<file path="config.mk">
export PLATFORM = sky130hd
export DESIGN_NAME = mdio_phy_master_flat
export DESIGN_NICKNAME = d
export VERILOG_FILES = /design/src/rtl/mdio_pkg.sv /design/src/rtl/mdio_phy_master_if.sv /design/src/rtl/mdc_clk_gen.sv /design/src/rtl/mdio_phy_master.sv /design/src/flat_wrapper.sv
export SDC_FILE = /design/constraint.sdc
export NUM_CORES = 1
export LEC_CHECK = 0
export ABC_CLOCK_PERIOD_IN_PS = 2800
export BUFFER_PORTS_ARGS = -buffer_cell sky130_fd_sc_hd__clkbuf_2
export CAP_MARGIN = 20
export CORE_AREA = 2 2 100 102
export DETAILED_ROUTE_END_ITERATION = 7
export DIE_AREA = 0 0 102 104
export GPL_TIMING_DRIVEN = 0
export SLEW_MARGIN = 20
export SYNTH_ARGS = -nofsm -noshare
export SYNTH_HDL_FRONTEND = slang
export SYNTH_HIERARCHICAL = 1
export SYNTH_SLANG_ARGS = --single-unit
</file>
<file path="constraint.sdc">
create_clock -name clk -period 2.8 [get_ports clk]
set_input_delay 0.28 -clock clk [delete_from_list [all_inputs] [get_ports clk]]
set_output_delay 0.28 -clock clk [all_outputs]
set_load 0.02 [all_outputs]
</file>
<file path="src/rtl/mdio_pkg.sv">
// Shared types and frame constants for the MDIO (clause 22) management master.
package mdio_pkg;

  typedef enum logic [2:0] {
    S_IDLE, S_PRE, S_HDR, S_TA, S_DATA, S_IDLE_BIT, S_DONE
  } state_t;

  localparam logic [1:0] ST       = 2'b01;
  localparam logic [1:0] OP_READ  = 2'b10;
  localparam logic [1:0] OP_WRITE = 2'b01;
  localparam int HDR_BITS  = 14;
  localparam int TA_BITS   = 2;
  localparam int DATA_BITS = 16;

  // Index of the final bit period spent in a given state.
  function automatic logic [5:0] last_bit(input state_t s, input int pre_len);
    case (s)
      S_PRE:   last_bit = 6'(pre_len - 1);
      S_HDR:   last_bit = 6'(HDR_BITS - 1);
      S_TA:    last_bit = 6'(TA_BITS - 1);
      S_DATA:  last_bit = 6'(DATA_BITS - 1);
      default: last_bit = 6'd0;
    endcase
  endfunction

endpackage

</file>
<file path="src/rtl/mdio_phy_master_if.sv">
// Command/response and pad bundle of the MDIO master; master = the block, slave = requester/pad.
interface mdio_phy_master_if;
  logic        cmd_valid;
  logic        cmd_ready;
  logic        cmd_write;
  logic [4:0]  cmd_phy;
  logic [4:0]  cmd_reg;
  logic [15:0] cmd_wdata;
  logic        rsp_valid;
  logic [15:0] rsp_rdata;
  logic        rsp_err;
  logic        busy;
  logic        mdc;
  logic        mdio_in;
  logic        mdio_out;
  logic        mdio_oen;

  modport master (
    input  cmd_valid, cmd_write, cmd_phy, cmd_reg, cmd_wdata, mdio_in,
    output cmd_ready, rsp_valid, rsp_rdata, rsp_err, busy, mdc, mdio_out, mdio_oen
  );
  modport slave (
    output cmd_valid, cmd_write, cmd_phy, cmd_reg, cmd_wdata, mdio_in,
    input  cmd_ready, rsp_valid, rsp_rdata, rsp_err, busy, mdc, mdio_out, mdio_oen
  );
endinterface

</file>
<file path="src/rtl/mdc_clk_gen.sv">
// MDC divider: low for CLK_DIV cycles then high for CLK_DIV, with strobes on the
// cycle before each edge so registered logic changes together with MDC.
module mdc_clk_gen #(
  parameter int CLK_DIV = 10
) (
  input  logic clk,
  input  logic reset_n,
  input  logic i_clr,
  output logic o_mdc,
  output logic o_fall_stb,
  output logic o_rise_stb
);
  localparam logic [8:0] HALF = 9'(CLK_DIV);
  localparam logic [8:0] RISE = 9'(CLK_DIV - 1);
  localparam logic [8:0] LAST = 9'(2 * CLK_DIV - 1);

  logic [8:0] r_cnt;

  always_ff @(posedge clk) begin
    if (!reset_n || i_clr)  r_cnt <= '0;
    else if (r_cnt == LAST) r_cnt <= '0;
    else                    r_cnt <= r_cnt + 9'd1;
  end

  assign o_mdc      = (r_cnt >= HALF);
  assign o_fall_stb = !i_clr && (r_cnt == LAST);
  assign o_rise_stb = !i_clr && (r_cnt == RISE);
endmodule

</file>
<file path="src/rtl/mdio_phy_master.sv">
// MDIO management master: one clause-22 read or write frame per accepted command,
// single-cycle completion pulse with read data and turnaround error.
module mdio_phy_master
  import mdio_pkg::*;
#(
  parameter int CLK_DIV      = 10,
  parameter int PREAMBLE_LEN = 32
) (
  input  logic              clk,
  input  logic              reset_n,
  mdio_phy_master_if.master bus
);
  state_t      r_state, w_state_nxt;
  logic        r_live;
  logic        r_wr;
  logic [31:0] r_tx;
  logic [5:0]  r_bits;
  logic [15:0] r_rdata;
  logic        r_err;
  logic        w_accept, w_clr, w_fall, w_rise, w_last;

  assign w_accept = bus.cmd_valid && bus.cmd_ready;
  // Divider held at zero outside a frame so each frame opens with a full MDC low half.
  assign w_clr    = (r_state == S_IDLE) || (r_state == S_DONE);
  assign w_last   = (r_bits == last_bit(r_state, PREAMBLE_LEN));

  mdc_clk_gen #(.CLK_DIV(CLK_DIV)) u_mdc (
    .clk       (clk),
    .reset_n   (reset_n),
    .i_clr     (w_clr),
    .o_mdc     (bus.mdc),
    .o_fall_stb(w_fall),
    .o_rise_stb(w_rise)
  );

  always_ff @(posedge clk) begin
    if (!reset_n) r_state <= S_IDLE;
    else          r_state <= w_state_nxt;
  end

  always_comb begin
    w_state_nxt = r_state;
    case (r_state)
      S_IDLE:     if (w_accept) w_state_nxt = (PREAMBLE_LEN > 0) ? S_PRE : S_HDR;
      S_PRE:      if (w_fall && w_last) w_state_nxt = S_HDR;
      S_HDR:      if (w_fall && w_last) w_state_nxt = S_TA;
      S_TA:       if (w_fall && w_last) w_state_nxt = S_DATA;
      S_DATA:     if (w_fall && w_last) w_state_nxt = S_IDLE_BIT;
      S_IDLE_BIT: if (w_fall && w_last) w_state_nxt = S_DONE;
      S_DONE:     w_state_nxt = S_IDLE;
      default:    w_state_nxt = S_IDLE;
    endcase
  end

  // The whole outgoing frame after the preamble lives in r_tx; bit 31 is on the wire.
  always_ff @(posedge clk) begin
    if (!reset_n) begin
      r_live  <= 1'b0;
      r_wr    <= 1'b0;
      r_tx    <= '0;
      r_bits  <= '0;
      r_rdata <= '0;
      r_err   <= 1'b0;
    end else begin
      r_live <= 1'b1;
      if (w_accept) begin
        r_wr    <= bus.cmd_write;
        r_tx    <= {ST, bus.cmd_write ? OP_WRITE : OP_READ, bus.cmd_phy, bus.cmd_reg,
                    2'b10, bus.cmd_write ? bus.cmd_wdata : 16'h0000};
        r_bits  <= '0;
        r_rdata <= '0;
        r_err   <= 1'b0;
      end else if (w_fall) begin
        r_bits <= w_last ? 6'd0 : r_bits + 6'd1;
        if (r_state inside {S_HDR, S_TA, S_DATA}) r_tx <= {r_tx[30:0], 1'b0};
      end
      if (w_rise && !r_wr) begin
        if (r_state == S_TA && r_bits == 6'd1) r_err <= bus.mdio_in;
        if (r_state == S_DATA) r_rdata <= {r_rdata[14:0], bus.mdio_in};
      end
    end
  end

  always_comb begin
    bus.mdio_out = 1'b1;
    bus.mdio_oen = 1'b1;
    case (r_state)
      S_PRE: bus.mdio_oen = 1'b0;
      S_HDR: begin
        bus.mdio_oen = 1'b0;
        bus.mdio_out = r_tx[31];
      end
      S_TA, S_DATA: if (r_wr) begin
        bus.mdio_oen = 1'b0;
        bus.mdio_out = r_tx[31];
      end
      default: ;
    endcase
  end

  assign bus.cmd_ready = r_live && (r_state == S_IDLE);
  assign bus.busy      = (r_state != S_IDLE);
  assign bus.rsp_valid = (r_state == S_DONE);
  assign bus.rsp_rdata = r_rdata;
  assign bus.rsp_err   = r_err;
endmodule

</file>
<file path="src/flat_wrapper.sv">
// flat-port wrapper written by rule: the top's interface ports become plain ports
module mdio_phy_master_flat import mdio_pkg::*;
#(
  parameter int CLK_DIV      = 10,
  parameter int PREAMBLE_LEN = 32
)
  (clk, reset_n, bus_cmd_valid, bus_cmd_write, bus_cmd_phy, bus_cmd_reg, bus_cmd_wdata, bus_mdio_in, bus_cmd_ready, bus_rsp_valid, bus_rsp_rdata, bus_rsp_err, bus_busy, bus_mdc, bus_mdio_out, bus_mdio_oen);
  mdio_phy_master_if bus_i ();
  input  logic clk;
  input  logic reset_n;
  input wire logic [$bits(bus_i.cmd_valid)-1:0] bus_cmd_valid;
  input wire logic [$bits(bus_i.cmd_write)-1:0] bus_cmd_write;
  input wire logic [$bits(bus_i.cmd_phy)-1:0] bus_cmd_phy;
  input wire logic [$bits(bus_i.cmd_reg)-1:0] bus_cmd_reg;
  input wire logic [$bits(bus_i.cmd_wdata)-1:0] bus_cmd_wdata;
  input wire logic [$bits(bus_i.mdio_in)-1:0] bus_mdio_in;
  output wire logic [$bits(bus_i.cmd_ready)-1:0] bus_cmd_ready;
  output wire logic [$bits(bus_i.rsp_valid)-1:0] bus_rsp_valid;
  output wire logic [$bits(bus_i.rsp_rdata)-1:0] bus_rsp_rdata;
  output wire logic [$bits(bus_i.rsp_err)-1:0] bus_rsp_err;
  output wire logic [$bits(bus_i.busy)-1:0] bus_busy;
  output wire logic [$bits(bus_i.mdc)-1:0] bus_mdc;
  output wire logic [$bits(bus_i.mdio_out)-1:0] bus_mdio_out;
  output wire logic [$bits(bus_i.mdio_oen)-1:0] bus_mdio_oen;
  assign bus_i.cmd_valid = bus_cmd_valid;
  assign bus_i.cmd_write = bus_cmd_write;
  assign bus_i.cmd_phy = bus_cmd_phy;
  assign bus_i.cmd_reg = bus_cmd_reg;
  assign bus_i.cmd_wdata = bus_cmd_wdata;
  assign bus_i.mdio_in = bus_mdio_in;
  assign bus_cmd_ready = bus_i.cmd_ready;
  assign bus_rsp_valid = bus_i.rsp_valid;
  assign bus_rsp_rdata = bus_i.rsp_rdata;
  assign bus_rsp_err = bus_i.rsp_err;
  assign bus_busy = bus_i.busy;
  assign bus_mdc = bus_i.mdc;
  assign bus_mdio_out = bus_i.mdio_out;
  assign bus_mdio_oen = bus_i.mdio_oen;
  mdio_phy_master #(.CLK_DIV(CLK_DIV), .PREAMBLE_LEN(PREAMBLE_LEN)) u_core (.clk(clk), .reset_n(reset_n), .bus(bus_i));
endmodule
</file>
; ---- Word-level counts from Yosys, hierarchy flattened
; Cells that the tools add are included.
[totals]
wordCells = 78
reg_bits = 69
output_inout_bits = 23
[op_classes]
addsub = 2
n_reduce_logical = 24
muxes = 25
n_eq_ne = 16
bitwise_logic = 1
n_lt_le_gt_ge = 1
[ops]
columns = op, count
row1 = 31-bit 2-to-1 mux, 3
row2 = 16-bit 2-to-1 mux, 4
row3 = 5-bit one-hot mux with 4 select lines, 1
row4 = 3-bit 2-to-1 mux, 6
row5 = 3-bit one-hot mux with 6 select lines, 1
row6 = 2-bit by 1-bit != test with 1-bit output (second input constant), 6
row7 = 9-bit by 1-bit adder with 9-bit output (second input constant), 1
row8 = 3-bit equality test (second input constant), 3
row9 = 9-bit by 4-bit equality test with 1-bit output (second input constant), 1
row10 = 9-bit by 5-bit equality test with 1-bit output (second input constant), 1
row11 = 9-bit by 4-bit greater-or-equal comparator with 1-bit output (second input constant), 1
row12 = 2-bit OR reduction, 4
row13 = 1-bit logical AND, 7
row14 = 6-bit by 1-bit adder with 6-bit output (second input constant), 1
row15 = 3-bit by 2-bit equality test with 1-bit output (second input constant), 2
row16 = 6-bit by 1-bit equality test with 1-bit output (second input constant), 1
row17 = 6-bit by 5-bit equality test with 1-bit output, 1
row18 = 1-bit 2-to-1 mux, 6
row19 = 6-bit 2-to-1 mux, 1
row20 = 6-bit AND reduction, 1
row21 = 3-bit nonzero test, 2
row22 = 1-bit one-hot mux with 2 select lines, 2
row23 = 2-bit AND reduction, 2
row24 = 2-bit nonzero test, 2
row25 = other kinds (6), 9

; ---- Logic depth before layout (Yosys ltp)
[depth]
word_depth = 7
ltp_mapped = 11

; ---- By module
; The synthesis kept the hierarchy.
[modules_own_cells]
columns = module, cells_each, area_each_um2, instances
row1 = mdio_phy_master, 300, 2728.9, 1
row2 = mdc_clk_gen, 63, 504.2, 1

; ---- Worst setup path before layout
; No wires, ideal clock.
[synth_timing]
path_type = register to register
from = register u_core.u_mdc.r_cnt[6]
to = register u_core.r_tx[26]
path_stages_with_launch = 9
required_time_ns = 2.714
arrival_ns = 2.181
setup_slack_ns = 0.534
setup_ns = 0.086
cell_sequence = dfxtp_1 or4_1 buf_2 nor4_1 clkbuf_1 o21ai_4 buf_4 mux2i_1 a211oi_1
[synth_between]
elab_chain_len = 4
[synth_lines]
columns = item, line_no
row1 = start: declaration, mdc_clk_gen.sv:17  ; logic [8:0] r_cnt;
row2 = start signal: assignment, mdc_clk_gen.sv:22  ; else r_cnt <= r_cnt + 9'd1;
row3 = 9-bit by 5-bit equality test with 1-bit output, mdc_clk_gen.sv:26  ; assign o_fall_stb = !i_clr && (r_cnt == LAST);
row4 = 1-bit logical AND, mdc_clk_gen.sv:26
row5 = via u_core.w_fall, mdio_phy_master.sv:20  ; logic w_accept, w_clr, w_fall, w_rise, w_last;
row6 = 2-bit nonzero test (no line), -
row7 = 2-bit AND reduction (no line), -
row8 = end signal: assignment, mdio_phy_master.sv:68  ; r_tx <= {ST, bus.cmd_write ? OP_WRITE : OP_READ, bus.cmd_phy, bus.cmd_reg,
row9 = end signal: assignment, mdio_phy_master.sv:75  ; if (r_state inside {S_HDR, S_TA, S_DATA}) r_tx <= {r_tx[30:0], 1'b0};
row10 = end: declaration, mdio_phy_master.sv:16  ; logic [31:0] r_tx;
; The timed path passes the listed nets, and every way through them passes these cells.
; A chain may end at the register's enable or synchronous reset.

; ---- Worst setup path in the final report
[layout_timing]
from = register u_core.u_mdc.r_cnt[6]
to = register u_core.r_tx[10]
; Same word-level chain as after synthesis.

==> flow_summary_export.csv <==
group,metric,value,unit
outcome,status,"finished, final reports clean",
sta,hold_viol,0,
clock_tree,htreeDepth,3,
logic_synthesis,synth.area.top_cells,"dfxtp_1, mux2i_1, a211oi_1",
placed_design,placed_cells,548,
sta,final-max-slew-violation-count,0,
logic_synthesis,synth_edf_count,0,
floorplanning,fp-row-count,36,
logic_synthesis,yosys.area.top_type,"dfxtp_1",
layout,layoutNonFillerInstCount,564,
routing,antenna_left,0,
clock_tree,root_buffer,"clkbuf_8",
routing,wirelength,7686,um
power,powerDensity,536.7,nW/um^2
power,irDropWorstVdd,183.3,uV
logic_synthesis,yosysWarnings,6,
logic_synthesis,synthArstFlopShare,0,%
flow_run,max_cap_violations,0,
layout,multi_input_area,1657,um^2
logic_synthesis,synth_nets,399,
sta,worstMarginPinSlew,543.3,ps
sta,rsz0062_at_grt,"no",
clock_tree,numCtsBuffers,9,
routing,wl_per_cell,13.63,um
setup_path,cp-end-kind,"flop",
grt,grt.overflow.total,0,
grt,grt_max_degree,14,
routing,drtIter0Drc,96,
setup_path,startpoint,"u_core/u_mdc/r_cnt[6]",
logic_synthesis,yosysUniqueCellTypes,56,
clock_tree,postCtsHoldBufs,0,
floorplanning,die_x,102,um
placed_design,hpwl,5550,um
floorplanning,io_pins,54,
clock_tree,clkLatencyLatePin,350,ps
power,power,2083,uW
sta,fin_crit_sh,93.22,%
layout,design_area,3881,um^2
grt,grt_first_pass_wirelength,12690,um
logic_synthesis,synth_cells,363,
clock_tree,cts.sinks,69,
layout,syn_to_final_growth,20.05,%
logic_synthesis,avgSynthCellArea,8.907,um^2
routing,route.vias.total,2835,
setup_path,critical_path_required,3060,ps
layout,fin_nets,462,
sta,clock_skew,7.408,ps
worst_hold_path,min-delay-path-class,"input pin to flop",
worst_hold_path,min_from,"reset_n",
setup_path,arrival,2870,ps
clock_tree,ctsLongestPathBuffers,2,
grt,grt_usage,14.93,%
placed_design,placed_area,3660,um^2
setup_path,cp_max_fo,10,
clock_tree,cts_setup_buffers,0,
layout,fillCellCount,1004,
sta,layout_min_cycle_time,2610,ps
routing,drc_errors,0,
sta,fin_tns_setup,0,ps
sta,max_slew_margin,63.27,%
grt,grt_antenna_before_repair,0,
clock_tree,tritoncts,"built",
sta,max_freq,383.1,MHz
setup_path,worstSetupStartpointType,"flop",
power,leakage,0.001686,uW
layout,drive_gt1_share,21.35,%
floorplanning,die_area,10610,um^2
logic_synthesis,synth_area,3233,um^2
placed_design,port_buffers,52,
layout,ff_latch_area,1381,um^2
routing,dr.pass1.iters,4,
logic_synthesis,synth-seq-area-share,42.72,%
grt,grt_pass1_vias,2788,
setup_path,crit_type,"flop to flop",
floorplanning,initial_core_util,33.86,%
logic_synthesis,ys.flop_type,"dfxtp_1",
clock_tree,ctsResizeCount,0,
floorplanning,die_h,104,um
sta,setup_viol,0,
setup_path,timing.rr.start,"u_core/u_mdc/r_cnt[6]",
logic_synthesis,synth_top_cell_area_share,42.72,%
floorplanning,coreArea,9549,um^2
routing,via_per_inst,5.027,
placed_design,gp_congestion,0.8009,
logic_synthesis,synth-seq-cells,69,
clock_tree,cts.clk_slew.worst_paths,80,ps
layout,n_antenna_cell,0,
-- power breakdown --
| group | total (uW) | switching (uW) | internal (uW) |
|---|---|---|---|
| registers | 1030 | 18.5 | 1010 |
| clock network | 900 | 397 | 504 |
| logic | 152 | 89.9 | 61.6 |
| total | 2080 | 505 | 1580 |
-- final timing paths --
check / endpoint / slack [ps] / cells past startpoint
worst min-delay path: u_core/r_live / 130 / 1
worst min register to register: u_core/r_tx[17] / 460 / 2
worst max-delay path: u_core/r_tx[10] / 190 / 8
worst max register to register: u_core/r_tx[10] / 190 / 8
-- routing by layer --
layer / global-route usage, % / up-vias / routed length [um]
met5: 0 / - / 0
met4: 5.714 / 0 / 118
met3: 5.780 / 10 / 457
met2: 24.15 / 55 / 3714
met1: 17.68 / 1339 / 3395
li1: - / 1431 / -
-- area by class of cell --
class / instances / share of cell area [%]
Buffer: 29 / 3.868
Clock buffer: 9 / 3.191
Clock inverter: 7 / 2.515
Inverter: 12 / 1.161
Multi-Input combinational cell: 253 / 42.68
Sequential cell: 69 / 35.59
Tap cell: 133 / 4.288
Timing Repair Buffer: 52 / 6.705
-- layout by cell type (no fill, tap or decap), drive strengths merged, types with 13 or more instances in the layout --
cell type,n
a211oi,25
a21oi,31
a22oi,17
buf,16
clkbuf,74
dfxtp,69
inv,13
mux2i,28
nand2,26
nor2,43
-- per-stage QoR --
step | hold WS, ps | util (%) | setup slack [ps]
global placement | 439.4 | 38.33 | 277.0
CTS | 112.0 | 40.64 | 197.8
detailed placement | 453.0 | 38.33 | 234.0
finish | 130.9 | 40.64 | 189.7
floorplan | 307.7 | - | 533.6
global route | 120.0 | 40.64 | 5.132
-- sequential cells by signal (all words and copies together), names as in the netlist --
name                  flops
u_core/r_tx              32
u_core/u_mdc/r_cnt        9
u_core/bus.rsp_err        1
u_core/r_live             1
u_core/r_state            3
u_core/r_wr               1
u_core/r_bits             6
u_core/bus.rsp_rdata     16
-- synth_stat cells, drive strengths merged, types with 3 or more instances --
master	count
nand2b	3
a211oi	25
a22oi	17
nor2	43
inv	12
mux2i	28
dfxtp	69
nand4	4
or3	4
nand3	10
nand2	26
a21oi	31
xor2	5
nor3	7
clkbuf	13
o21ai	10
buf	16
o311ai	3
ha	5
-- critical path: stages, from the launching register on --
cell      delay, ps
dfxtp_1         350
or4_1           510
buf_2           180
nor4_1          270
clkbuf_1        420
o21ai_4         210
buf_6           210
mux2i_1         120
a211oi_1        240
-- cells by family (layout without fill, tap and decap cells) --
logic type	count (synthesis)	in the layout	synth area share (%)
buffers and inverters	41	109	6.037
xor gates and xnor gates	7	7	1.896
adders and majority gates	5	5	1.935
and+or+nand+nor	115	115	17.69
DFF	69	69	42.72
AOI/OAI and AO/OA	97	97	20.70
muxes	29	29	9.017
Power figures use the tool's default switching activity.
